## src/rtl/if_stage_if.sv

```systemverilog
// Instruction-memory fetch channel: request/address out, ready/data back.
interface if_stage_if #(
  parameter int ADDR_W = 32
);
  logic              req;
  logic [ADDR_W-1:0] addr;
  logic              ready;
  logic [31:0]       rdata;

  modport master (output req, output addr, input ready, input rdata);
  modport slave  (input req, input addr, output ready, output rdata);
endinterface

```

## src/rtl/if_stage.sv

```systemverilog
// MIPS instruction-fetch stage with IF/ID register, one-entry skid buffer
// for hazard stalls, and squash/refetch on branch or jump redirects.
module if_stage #(
  parameter int              ADDR_W   = 32,
  parameter logic [ADDR_W-1:0] RESET_PC = {ADDR_W{1'b0}}
) (
  input  logic              clk,
  input  logic              rst,
  if_stage_if.master        imem,
  input  logic              stall,
  input  logic              redirect_valid,
  input  logic [ADDR_W-1:0] redirect_pc,
  output logic              if_id_valid,
  output logic [31:0]       if_id_instr,
  output logic [ADDR_W-1:0] if_id_pc4,
  output logic [5:0]        opcode,
  output logic [5:0]        func
);

  typedef enum logic [1:0] {
    ST_REQ   = 2'd0,
    ST_HOLD  = 2'd1,
    ST_DRAIN = 2'd2
  } state_e;

  localparam logic [ADDR_W-1:0] PC_STEP = ADDR_W'(4);

  state_e            state_q, state_d;
  logic [ADDR_W-1:0] pc_req_q, pc_req_d;
  logic [ADDR_W-1:0] pc_pend_q, pc_pend_d;
  logic [31:0]       skid_instr_q, skid_instr_d;
  logic [ADDR_W-1:0] skid_pc4_q, skid_pc4_d;
  logic              if_id_valid_q, if_id_valid_d;
  logic [31:0]       if_id_instr_q, if_id_instr_d;
  logic [ADDR_W-1:0] if_id_pc4_q, if_id_pc4_d;

  logic [ADDR_W-1:0] redir_pc_s;
  logic [ADDR_W-1:0] pc_next4_s;

  assign redir_pc_s = {redirect_pc[ADDR_W-1:2], 2'b00};
  assign pc_next4_s = pc_req_q + PC_STEP;

  // Next-state, fetch PC, skid and IF/ID selection; priority redirect > stall > normal
  always_comb begin
    state_d       = state_q;
    pc_req_d      = pc_req_q;
    pc_pend_d     = pc_pend_q;
    skid_instr_d  = skid_instr_q;
    skid_pc4_d    = skid_pc4_q;
    if_id_valid_d = if_id_valid_q;
    if_id_instr_d = if_id_instr_q;
    if_id_pc4_d   = if_id_pc4_q;

    case (state_q)
      ST_REQ: begin
        if (redirect_valid) begin
          if_id_valid_d = 1'b0;
          if_id_instr_d = 32'h0000_0000;
          if (imem.ready) begin
            pc_req_d = redir_pc_s;
          end else begin
            pc_pend_d = redir_pc_s;
            state_d   = ST_DRAIN;
          end
        end else if (imem.ready) begin
          pc_req_d = pc_next4_s;
          if (stall) begin
            skid_instr_d = imem.rdata;
            skid_pc4_d   = pc_next4_s;
            state_d      = ST_HOLD;
          end else begin
            if_id_valid_d = 1'b1;
            if_id_instr_d = imem.rdata;
            if_id_pc4_d   = pc_next4_s;
          end
        end else if (!stall) begin
          if_id_valid_d = 1'b0;
          if_id_instr_d = 32'h0000_0000;
        end else begin
          state_d = ST_REQ;
        end
      end

      ST_HOLD: begin
        if (redirect_valid) begin
          pc_req_d      = redir_pc_s;
          if_id_valid_d = 1'b0;
          if_id_instr_d = 32'h0000_0000;
          state_d       = ST_REQ;
        end else if (!stall) begin
          if_id_valid_d = 1'b1;
          if_id_instr_d = skid_instr_q;
          if_id_pc4_d   = skid_pc4_q;
          state_d       = ST_REQ;
        end else begin
          state_d = ST_HOLD;
        end
      end

      // Old request still in flight: keep its address, discard its data
      ST_DRAIN: begin
        if_id_valid_d = 1'b0;
        if_id_instr_d = 32'h0000_0000;
        if (redirect_valid) begin
          if (imem.ready) begin
            pc_req_d = redir_pc_s;
            state_d  = ST_REQ;
          end else begin
            pc_pend_d = redir_pc_s;
          end
        end else if (imem.ready) begin
          pc_req_d = pc_pend_q;
          state_d  = ST_REQ;
        end else begin
          state_d = ST_DRAIN;
        end
      end

      default: begin
        state_d       = ST_REQ;
        if_id_valid_d = 1'b0;
        if_id_instr_d = 32'h0000_0000;
      end
    endcase
  end

  // State register with synchronous reset
  always_ff @(posedge clk) begin
    if (rst) begin
      state_q       <= ST_REQ;
      pc_req_q      <= RESET_PC;
      pc_pend_q     <= {ADDR_W{1'b0}};
      skid_instr_q  <= 32'h0000_0000;
      skid_pc4_q    <= {ADDR_W{1'b0}};
      if_id_valid_q <= 1'b0;
      if_id_instr_q <= 32'h0000_0000;
      if_id_pc4_q   <= {ADDR_W{1'b0}};
    end else begin
      state_q       <= state_d;
      pc_req_q      <= pc_req_d;
      pc_pend_q     <= pc_pend_d;
      skid_instr_q  <= skid_instr_d;
      skid_pc4_q    <= skid_pc4_d;
      if_id_valid_q <= if_id_valid_d;
      if_id_instr_q <= if_id_instr_d;
      if_id_pc4_q   <= if_id_pc4_d;
    end
  end

  assign imem.req    = (state_q != ST_HOLD);
  assign imem.addr   = pc_req_q;
  assign if_id_valid = if_id_valid_q;
  assign if_id_instr = if_id_instr_q;
  assign if_id_pc4   = if_id_pc4_q;
  assign opcode      = if_id_instr_q[31:26];
  assign func        = if_id_instr_q[5:0];

endmodule

```

## src/flat_wrapper.sv

```systemverilog
// flat-port wrapper written by rule: the top's interface ports become plain ports
module if_stage_flat 
#(
  parameter int              ADDR_W   = 32,
  parameter logic [ADDR_W-1:0] RESET_PC = {ADDR_W{1'b0}}
)
  (clk, rst, stall, redirect_valid, redirect_pc, if_id_valid, if_id_instr, if_id_pc4, opcode, func, imem_req, imem_addr, imem_ready, imem_rdata);
  if_stage_if #(.ADDR_W(ADDR_W)) imem_i ();
  input  logic clk;
  input  logic rst;
  input  logic stall;
  input  logic redirect_valid;
  input  logic [ADDR_W-1:0] redirect_pc;
  output logic if_id_valid;
  output logic [31:0] if_id_instr;
  output logic [ADDR_W-1:0] if_id_pc4;
  output logic [5:0] opcode;
  output logic [5:0] func;
  output wire logic [$bits(imem_i.req)-1:0] imem_req;
  output wire logic [$bits(imem_i.addr)-1:0] imem_addr;
  input wire logic [$bits(imem_i.ready)-1:0] imem_ready;
  input wire logic [$bits(imem_i.rdata)-1:0] imem_rdata;
  assign imem_req = imem_i.req;
  assign imem_addr = imem_i.addr;
  assign imem_i.ready = imem_ready;
  assign imem_i.rdata = imem_rdata;
  if_stage #(.ADDR_W(ADDR_W), .RESET_PC(RESET_PC)) u_core (.clk(clk), .rst(rst), .imem(imem_i), .stall(stall), .redirect_valid(redirect_valid), .redirect_pc(redirect_pc), .if_id_valid(if_id_valid), .if_id_instr(if_id_instr), .if_id_pc4(if_id_pc4), .opcode(opcode), .func(func));
endmodule
```

## config.mk

```make
export PLATFORM = sky130hd
export DESIGN_NAME = if_stage_flat
export DESIGN_NICKNAME = d
export VERILOG_FILES = /design/src/rtl/if_stage_if.sv /design/src/rtl/if_stage.sv /design/src/flat_wrapper.sv
export SDC_FILE = /design/constraint.sdc
export NUM_CORES = 1
export LEC_CHECK = 0
export ABC_AREA = 1
export BUFFER_PORTS_ARGS = -buffer_cell sky130_fd_sc_hd__buf_2
export CORE_MARGIN = 2
export CORE_UTILIZATION = 30
export DETAILED_ROUTE_END_ITERATION = 12
export PLACE_DENSITY = 0.47
export SKIP_CTS_REPAIR_TIMING = 1
export SYNTH_ARGS = -nofsm -noshare
export SYNTH_HDL_FRONTEND = slang
export SYNTH_SLANG_ARGS = --single-unit
```

## constraint.sdc

```tcl
create_clock -name clk -period 2.4 [get_ports clk]
set_clock_uncertainty 0.15 [all_clocks]
set_input_delay 0.36 -clock clk [delete_from_list [all_inputs] [get_ports clk]]
set_output_delay 0.36 -clock clk [all_outputs]
set_load 0.02 [all_outputs]
```

After elaboration in Yosys (flattened, before gate mapping) --
Index checks and enable logic that the tools add are counted.
Cells by class: add/sub/neg operators 1, eq/ne operators 18, multiplexer cells 37, bitwise logic cells 2, reductions and logical operators 10
Operators with widths (count):
- two-way mux 32 bit | 17
- one-hot mux 32 bit (2 select lines) | 2
- one-hot mux 32 bit (3 select lines) | 1
- adder 32 x 3 -> 32 bit, second input constant | 1
- != test 3 bit, second input constant | 8
- two-way mux 2 bit | 9
- != test 2 bit, second input constant | 6
- AND reduction 4 bit | 3
- two-way mux 1 bit | 6
- one-hot mux 2 bit (3 select lines) | 1
- AND reduction 6 bit | 1
- != test 4 bit, second input constant | 1
- AND reduction 3 bit | 1
- nonzero test 3 bit | 1
- equality test 2 x 1 -> 1 bit, second input constant | 1
- equality test 2 bit, second input constant | 1
- zero test 2 bit | 1
- != test 2 x 1 -> 1 bit, second input constant | 1
- NOT 1 bit | 2
- one-hot mux 1 bit (2 select lines) | 1
- AND reduction 2 bit | 1
- nonzero test 2 bit | 1
- OR reduction 2 bit | 1
Storage, ports and cells: bits in registers 193, input bits 69, logic and storage cells 76

Depth between registers and ports, before layout --
Gate-level depths: netlist of run 1.
depth after elaboration 5, gate-level depth with buffers 12, gate-level depth less buffers 12

Least setup slack after synthesis of run 1 --
No wires, ideal clock.
path kind register to output, from reg u_core.state_q[1], to out imem_req, arrival time 1.543 ns, data required time 1.890 ns, slack 0.347 ns, stages on the path, launching flop included 7, buffers on the path 3, cells stage by stage dfxtp_1 -> inv_1 -> ha_1 -> buf_2 -> inv_1 -> clkbuf_1 -> clkbuf_1
On the way: word-level cells in the longest chain between the ends 1
RTL lines:
- from (decl) | RTL line if_stage.sv:28 | state_e state_q, state_d;
- from (signal assigned) | RTL line if_stage.sv:139 | state_q <= state_d;
- != test 2 x 1 -> 1 bit | RTL line if_stage.sv:150 | assign imem.req = (state_q != ST_HOLD);
- to (decl) | RTL line flat_wrapper.sv:19 | output wire logic [$bits(imem_i.req)-1:0] imem_req;
No other way between the ends.

Final worst setup path of run 1 --
Same ends and word-level chain as after synthesis.

==> results of run 1 <==
[registers in the layout (all words and copies together), names as in the netlist]
register / count
u_core.if_id_instr: 32
u_core.if_id_pc4: 32
u_core.imem.addr: 32
u_core.skid_instr_q: 32
u_core.skid_pc4_q: 32
u_core.pc_pend_q: 30
u_core.state_q: 2
u_core.if_id_valid: 1
[cells by family (layout without fill, tap and decap cells)]
family,Yosys count,in the layout
buf+inv,220,358
fa+ha+maj,6,6
simple gates,580,580
xor+xnor,15,15
compound gates,443,443
flops,193,193
[through the flow]
step,instance area [um2],worst slack [ns],instances
finish,11700,0.129,2037
global route,11700,0.00855,2037
CTS,11700,-0.0762,2037
detailed placement,11200,0.106,2005
global placement,11200,0.113,2005
floorplan,9830,0.347,1457
[layer usage]
metal  up-vias  GRT usage, %
met5         -             0
met2       254          29.5
met3        27          3.11
met1      4621          29.0
met4         0          4.89
li1       5071             -
[worst max-delay path by stage]
stage,slack (ns),cells after the start,to,start
2_1_floorplan,0.35,6,imem_req,u_core.state_q[1]
3_3_place_gp,0.11,11,u_core.imem.addr[23],u_core.state_q[1]
3_5_place_dp,0.11,11,u_core.imem.addr[22],u_core.state_q[1]
4_1_cts,-0.08,5,imem_req,u_core.state_q[1]
5_1_grt,0.009,5,imem_req,u_core.state_q[0]
6_report,0.13,5,imem_req,u_core.state_q[1]
[final cells by class]
type                            count  share of cell area (%)
Clock buffer                       17                    3.62
Tap cell                          442                    4.71
Multi-Input combinational cell   1044                    43.2
Sequential cell                   193                    32.9
Clock inverter                     15                    1.24
Timing Repair Buffer              222                    11.0
Inverter                          104                    3.38
[worst max-delay path, cell delays in order (launching register included)]
cell,delay (ns)
dfxtp_1,0.35
inv_2,0.12
ha_4,0.20
clkinvlp_4,0.24
buf_4,0.25
buf_2,0.16
[cell usage in the layout (no fill, tap or decap), types with 10 or more instances in the layout]
cell type	n
o21ai_0	131
dfxtp_1	193
buf_4	42
buf_2	175
or2_2	28
a31oi_1	27
nand3_1	43
clkbuf_16	17
a21oi_1	229
inv_1	95
nor2_1	95
xor2_1	10
a32o_1	32
nand2_1	387
[power breakdown]
group | switching (mW) | internal (mW) | total [mW]
logic | 1.56 | 0.784 | 2.34
registers | 0.245 | 3.48 | 3.72
clock network | 1.46 | 1.38 | 2.84
total | 3.27 | 5.64 | 8.91
==> flow_summary.toml, run 1 <==
[cts]
clkLatencyLatePin_ns = 0.45
cts_tree = "yes"
cts_made_buffers = 17
root_buffer = "clkbuf_16"
clk_pin_slew_ns = 0.08
clockBufferDepth = 2
htree_levels = 4
clock-sinks = 193

[sta]
relSlewSlack_pct = 45.8
finalHoldViolations = 0
min_period_ns = 2.27
final-setup-viol-count = 0
finalHoldWorstSlack_ns = 0.0211
final_max_slew_viol_count = 0
timing.setup.tns_ns = 0
fin_crit_sh_pct = 94.6
tightest_slew_ns = 0.813
fmax_ghz = 0.440
rsz0062_at_grt = "false"

[min_path]
min_from = "imem_rdata[28]"
hp-class = "input port to flop"
worstHoldPathCells = 3
worstHoldEndpoint = "u_core.skid_instr_q[28]"

[layout]
n_antenna_cell = 0
drive_above_1_share_pct = 19.4
register_area_um2 = 3860
syn_to_final_growth_pct = 19.5
final_util_pct = 36.3
final_nets = 1657
nFillCells = 3575
multi_input_area_um2 = 5070

[floorplanning]
start_util_pct = 30.4
die_y_um = 185
ios = 179
coreArea_um2 = 32400
die_w_um = 185
die_area_um2 = 34200
rows = 66

[critical_path]
reg2reg_depth = 11
worstSetupStartpointType = "flop"
reg2reg_slack_ns = 0.21
rr_endpoint = "u_core.imem.addr[11]"
cp.required_ns = 1.89
crit_fanout = 11
path_class = "flop to output pin"
critical_path_arrival_ns = 1.76
r2r-start = "u_core.imem.addr[2]"
cp-end-kind = "output pin"

[flow_run]
drv_cap = 0

[synth]
ys_warn_count = 0
synthXorXnorAreaFrac_pct = 1.34
yosys_most_used_dff = "dfxtp_1"
async_flop_share_pct = 0
synthTopCellsByCount = "nand2_1 (387), a21oi_1 (229), dfxtp_1 (193), o21ai_0 (131), inv_1 (98)"
syn-num-nets = 1532
post-synth-top-count-cell = "nand2_1"
synthMuxAreaShare_pct = 0
synth_edf_count = 0
synth.cell_area_um2 = 9830
syn_area_per_cell_um2 = 6.74
ys_types = 32
synthSimpleGateAreaFrac_pct = 24.4
synth_seq_cells = 193
synthAdderAreaFrac_pct = 0.764
synth_compound_area_share_pct = 25.0
synthTopCellsByArea = "dfxtp_1 (39%), nand2_1 (15%), a21oi_1 (12%)"
synth_top_cell_by_area = "dfxtp_1"
synth_cells = 1457
synth_top_family_by_area = "compound AO/OA/AOI/OAI gates"
synth_top_area_share_pct = 39.3
synth_seq_area_share_pct = 39.3

[outcome]
status = "complete, no violations"

[route]
finalWirelength_mm = 33.5
met2_length_mm = 14.8
top_layer = "met4"
num_vias = 9973
viasPerCell = 4.90
drt_pre_antenna_iters = 7
drtIter0Drc = 738
remaining_drc_errors = 0
wl_per_cell_um = 16.5
dr_wl_met3_mm = 1.58
postRouteAntennaNets = 0
met1_length_mm = 16.8

[place]
numPortBuffers = 176
gp_congestion = 0.834
post-dp-hpwl_mm = 21.8

[global_routing]
grt_pass1_vias = 8996
antenna_found_initial = 1
grt_pass1_wl_mm = 52.2
grt_max_degree = 114
grt_usage_pct = 19.6
grt-ovfl-total = 0

[power_and_ir_drop]
p_leak_nw = 5.02
power_density_nw_per_um2 = 758
total_power_mw = 8.91
vdd_ir_drop_max_v = 0.000547
Note: power is estimated with default switching activity, not from simulation.
==> inputs of run 2 (changes only) <==
--- a/config.mk
+++ b/config.mk
@@ -7,10 +7,13 @@
 export LEC_CHECK = 0
 export ABC_AREA = 1
 export BUFFER_PORTS_ARGS = -buffer_cell sky130_fd_sc_hd__buf_2
+export CELL_PAD_IN_SITES_DETAIL_PLACEMENT = 1
+export CELL_PAD_IN_SITES_GLOBAL_PLACEMENT = 1
 export CORE_MARGIN = 2
 export CORE_UTILIZATION = 30
 export DETAILED_ROUTE_END_ITERATION = 12
-export PLACE_DENSITY = 0.47
+export PLACE_DENSITY = 0.63
+export SETUP_SLACK_MARGIN = 0.4
 export SKIP_CTS_REPAIR_TIMING = 1
 export SYNTH_ARGS = -nofsm -noshare
 export SYNTH_HDL_FRONTEND = slang
==> flow_summary.toml, run 2 (synthesis results as in run 1) <==
[cts]
clockBufferDepth = 2
clk_pin_slew_ns = 0.08
clock-sinks = 193
cts_made_buffers = 17
htree_levels = 4
clkLatencyLatePin_ns = 0.45
root_buffer = "clkbuf_16"
cts_tree = "yes"

[critical_path]
r2r-start = "u_core.state_q[1]"
path_class = "flop to output pin"
rr_endpoint = "u_core.imem.addr[7]"
critical_path_arrival_ns = 1.48
cp-end-kind = "output pin"
reg2reg_slack_ns = 0.45
crit_fanout = 6
reg2reg_depth = 11
cp.required_ns = 1.89
worstSetupStartpointType = "flop"

[sta]
final_max_slew_viol_count = 0
fin_crit_sh_pct = 83.1
finalHoldViolations = 0
fmax_ghz = 0.501
timing.setup.tns_ns = 0
relSlewSlack_pct = 55.9
final-setup-viol-count = 0
tightest_slew_ns = 0.662
min_period_ns = 1.99
worst_slack_ns = 0.406
rsz0062_at_grt = "true"
finalHoldWorstSlack_ns = 0.0195

[floorplanning]
die_w_um = 185
start_util_pct = 30.4
ios = 179
coreArea_um2 = 32400
die_area_um2 = 34200
rows = 66
die_y_um = 185

[route]
postRouteAntennaNets = 0
viasPerCell = 5.02
finalWirelength_mm = 36.8
num_vias = 10300
drt_pre_antenna_iters = 5
remaining_drc_errors = 0
drtIter0Drc = 582
wl_per_cell_um = 17.9

[place]
placed_area_um2 = 11200
dp_worst_setup_slack_ns = 0.145
dp_cells = 2002
post-dp-hpwl_mm = 23.7
numPortBuffers = 176
gp_congestion = 0.817

[layout]
final_cells = 2053
fin_area_um2 = 12200
layout_commonest_cell = "nand2_1"
n_antenna_cell = 0
final_util_pct = 37.8
syn_to_final_growth_pct = 24.4
drive_above_1_share_pct = 23.2
final_nets = 1673
final_cell_mix = "nand2_1 (375), a21oi_1 (225), buf_2 (174)"

[min_path]
min_from = "imem_rdata[27]"
hp-class = "input port to flop"
worstHoldEndpoint = "u_core.skid_instr_q[27]"
worstHoldPathCells = 3

[global_routing]
grt_pass1_vias = 10100
antenna_found_initial = 2
grt_pass1_wl_mm = 56.5
grt_max_degree = 114
grt_usage_pct = 21.0
grt-ovfl-total = 0

[power_and_ir_drop]
vdd_ir_drop_max_v = 0.000510
p_leak_nw = 5.20
total_power_mw = 9.23
power_density_nw_per_um2 = 755

[flow_run]
drv_cap = 0

[outcome]
status = "complete, no violations"
## run 2: power breakdown
group	switching (mW)	internal [mW]	leakage [nW]
clock network	1.53	1.40	0.288
logic	1.65	0.893	3.33
registers	0.258	3.49	1.59
## run 2: cell type report
cell class	instances	area, um2
Fill cell	4149	20200
Multi-Input combinational cell	1044	5200
Sequential cell	193	3900
Timing Repair Buffer	238	1570
Tap cell	442	553
Clock buffer	17	425
Inverter	104	402
Clock inverter	15	164
## run 2: worst max path at each step
stage	endpoint	depth (start not counted)	from	slack, ns
floorplan	u_core.imem.addr[7]	11	u_core.state_q[0]	0.45
global placement	u_core.imem.addr[22]	12	u_core.imem.addr[2]	0.21
detailed placement	u_core.imem.addr[24]	12	u_core.imem.addr[2]	0.14
CTS	imem_req	5	u_core.state_q[1]	0.03
global route	imem_req	5	u_core.state_q[1]	0.34
finish	imem_req	5	u_core.state_q[1]	0.41
## run 2: worst max-delay path, stage by stage, from the launching register on
cell        delay (ns)
dfxtp_4           0.37
inv_4             0.09
ha_4              0.18
clkinvlp_4        0.13
buf_12            0.15
buf_8             0.12
## run 2: layer usage
layer,track usage [%],share of wire [%],up-vias
li1,-,-,5092
met3,3.26,4.4,37
met1,30.0,49,4965
met4,4.73,1.5,4
met2,33.3,45,216
met5,0,0.065,-
==> inputs of run 3 (changes only) <==
--- a/config.mk
+++ b/config.mk
@@ -12,7 +12,7 @@
 export CORE_MARGIN = 2
 export CORE_UTILIZATION = 30
 export DETAILED_ROUTE_END_ITERATION = 12
-export PLACE_DENSITY = 0.63
+export PLACE_DENSITY = 0.65
 export SETUP_SLACK_MARGIN = 0.4
 export SKIP_CTS_REPAIR_TIMING = 1
 export SYNTH_ARGS = -nofsm -noshare
==> constraint.sdc (replaced) <==
create_clock -name clk -period 1.8 [get_ports clk]
set_clock_uncertainty 0.15 [all_clocks]
set_input_delay 0.27 -clock clk [delete_from_list [all_inputs] [get_ports clk]]
set_output_delay 0.27 -clock clk [all_outputs]
set_load 0.02 [all_outputs]
==> flow_summary.toml, run 3 (synthesis results as in run 1) <==
[global_routing]
grt_max_degree = 88
grt_pass1_vias = 10400
grt_pass1_wl_mm = 57.1
antenna_found_initial = 2
grt-ovfl-total = 0
grt_usage_pct = 21.2

[layout]
syn_to_final_growth_pct = 51.2
layout_commonest_cell = "nand2_1"
final_util_pct = 45.9
drive_above_1_share_pct = 36.8
final_nets = 1827
fin_area_um2 = 14900
final_cell_mix = "nand2_1 (337), dfxtp_1 (176), buf_2 (175)"

[sta]
tightest_slew_ns = 0.605
finalHoldViolations = 10
final_max_slew_viol_count = 0
worst_slack_ns = -0.203
final-setup-viol-count = 126
min_period_ns = 2.00
fmax_ghz = 0.499
fin_crit_sh_pct = 111
finalHoldWorstSlack_ns = -0.0185
relSlewSlack_pct = 59.7
rsz0062_at_grt = "true"

[route]
viasPerCell = 5.15
drt_pre_antenna_iters = 5
num_vias = 11400
wl_per_cell_um = 19.4
remaining_drc_errors = 0
finalWirelength_mm = 42.9
postRouteAntennaNets = 0
drtIter0Drc = 761

[power_and_ir_drop]
pwr-share-clk_pct = 29.8
p_leak_nw = 6.46
vdd_ir_drop_max_v = 0.000670
comb_power_share_pct = 34.0
power_density_nw_per_um2 = 917
total_power_mw = 13.6
internal-power_mw = 8.46
p_seq_share_pct = 36.3
power_switching_mw = 5.16
swShare_pct = 37.9

[cts]
cts_made_buffers = 17
clkLatencyLatePin_ns = 0.46
htree_levels = 4
root_buffer = "clkbuf_16"
cts_tree = "yes"
clockBufferDepth = 2
clock-sinks = 193
clk_pin_slew_ns = 0.09

[outcome]
status = "complete, but fails checks"
violations = "hold timing, setup timing"

[floorplanning]
coreArea_um2 = 32400
die_w_um = 185
start_util_pct = 30.4
die_area_um2 = 34200
rows = 66
ios = 179
die_y_um = 185

[critical_path]
cp.required_ns = 2.04
path_class = "flop to flop"
cp-end-kind = "flop"
reg2reg_depth = 12
critical_path_arrival_ns = 2.24
worstSetupStartpointType = "flop"
crit_fanout = 5

[place]
numPortBuffers = 176
dp_worst_setup_slack_ns = -0.164
post-dp-hpwl_mm = 25.1
placed_area_um2 = 12000
gp_congestion = 0.842

[min_path]
worstHoldPathCells = 3
hp-class = "input port to flop"

[flow_run]
drv_cap = 0
## run 3: changes by cell type in the layout (fill, tap and decap cells not counted), sizes merged
cell | previous run | this run
buf | 234 | 334
clkbuf | 21 | 33
diode | 0 | 3
dlygate4sd3 | 0 | 42
## run 3: stage by stage
stage / cells / setup TNS (ns)
global placement: 2077 / -4.92
CTS: 2109 / -13.41
floorplan: 1457 / -0.0872
detailed placement: 2077 / -10.94
global route: 2209 / -20.15
finish: 2210 / -9.72
## run 3: metal layers
layer | GRT usage [%] | wire, um | part of all wire [%]
met2 | 34.3 | 20300 | 47
met3 | 3.05 | 1840 | 4.3
met1 | 29.6 | 19900 | 46
met5 | 0 | 0 | 0
met4 | 5.02 | 848 | 2.0
## run 3: path summary, 6_finish.rpt
kind	start	end	slack (ns)
max	u_core.state_q[1]	u_core.skid_pc4_q[30]	-0.20
min	redirect_pc[21]	u_core.pc_pend_q[21]	-0.02
max reg2reg	u_core.state_q[1]	u_core.skid_pc4_q[30]	-0.20
min reg2reg	u_core.pc_pend_q[11]	u_core.pc_pend_q[11]	0.30
## run 3: worst max-delay path, stage by stage, from the launching register on
cell and delay (ns):
dfxtp_4 0.37, inv_6 0.08, ha_4 0.17, inv_4 0.06, nor3_4 0.14, inv_2 0.09, nor2_4 0.20, buf_6 0.19
clkbuf_16 0.17, nor2_4 0.03, nor2_1 0.11, o21ai_1 0.09, inv_1 0.07
## run 3: power groups by stage
stage                     combinational, mW  clock [mW]  sequential, mW
after floorplan                        1.84           0            5.27
after global placement                 3.64           0            4.98
after detailed placement               3.71           0            4.99
after CTS                              3.73        4.12            4.90
after global routing                   5.00        4.31            4.99
final                                  4.62        4.05            4.94
## run 3: layout make-up
class	instances	area, um2
multi-input combinational	1044	6070
sequential	193	3900
inverter	104	437
antenna	3	7.51
clock inverter	15	181
timing repair buffer	392	3290
fill	4019	17500
clock buffer	17	425
tap	442	553
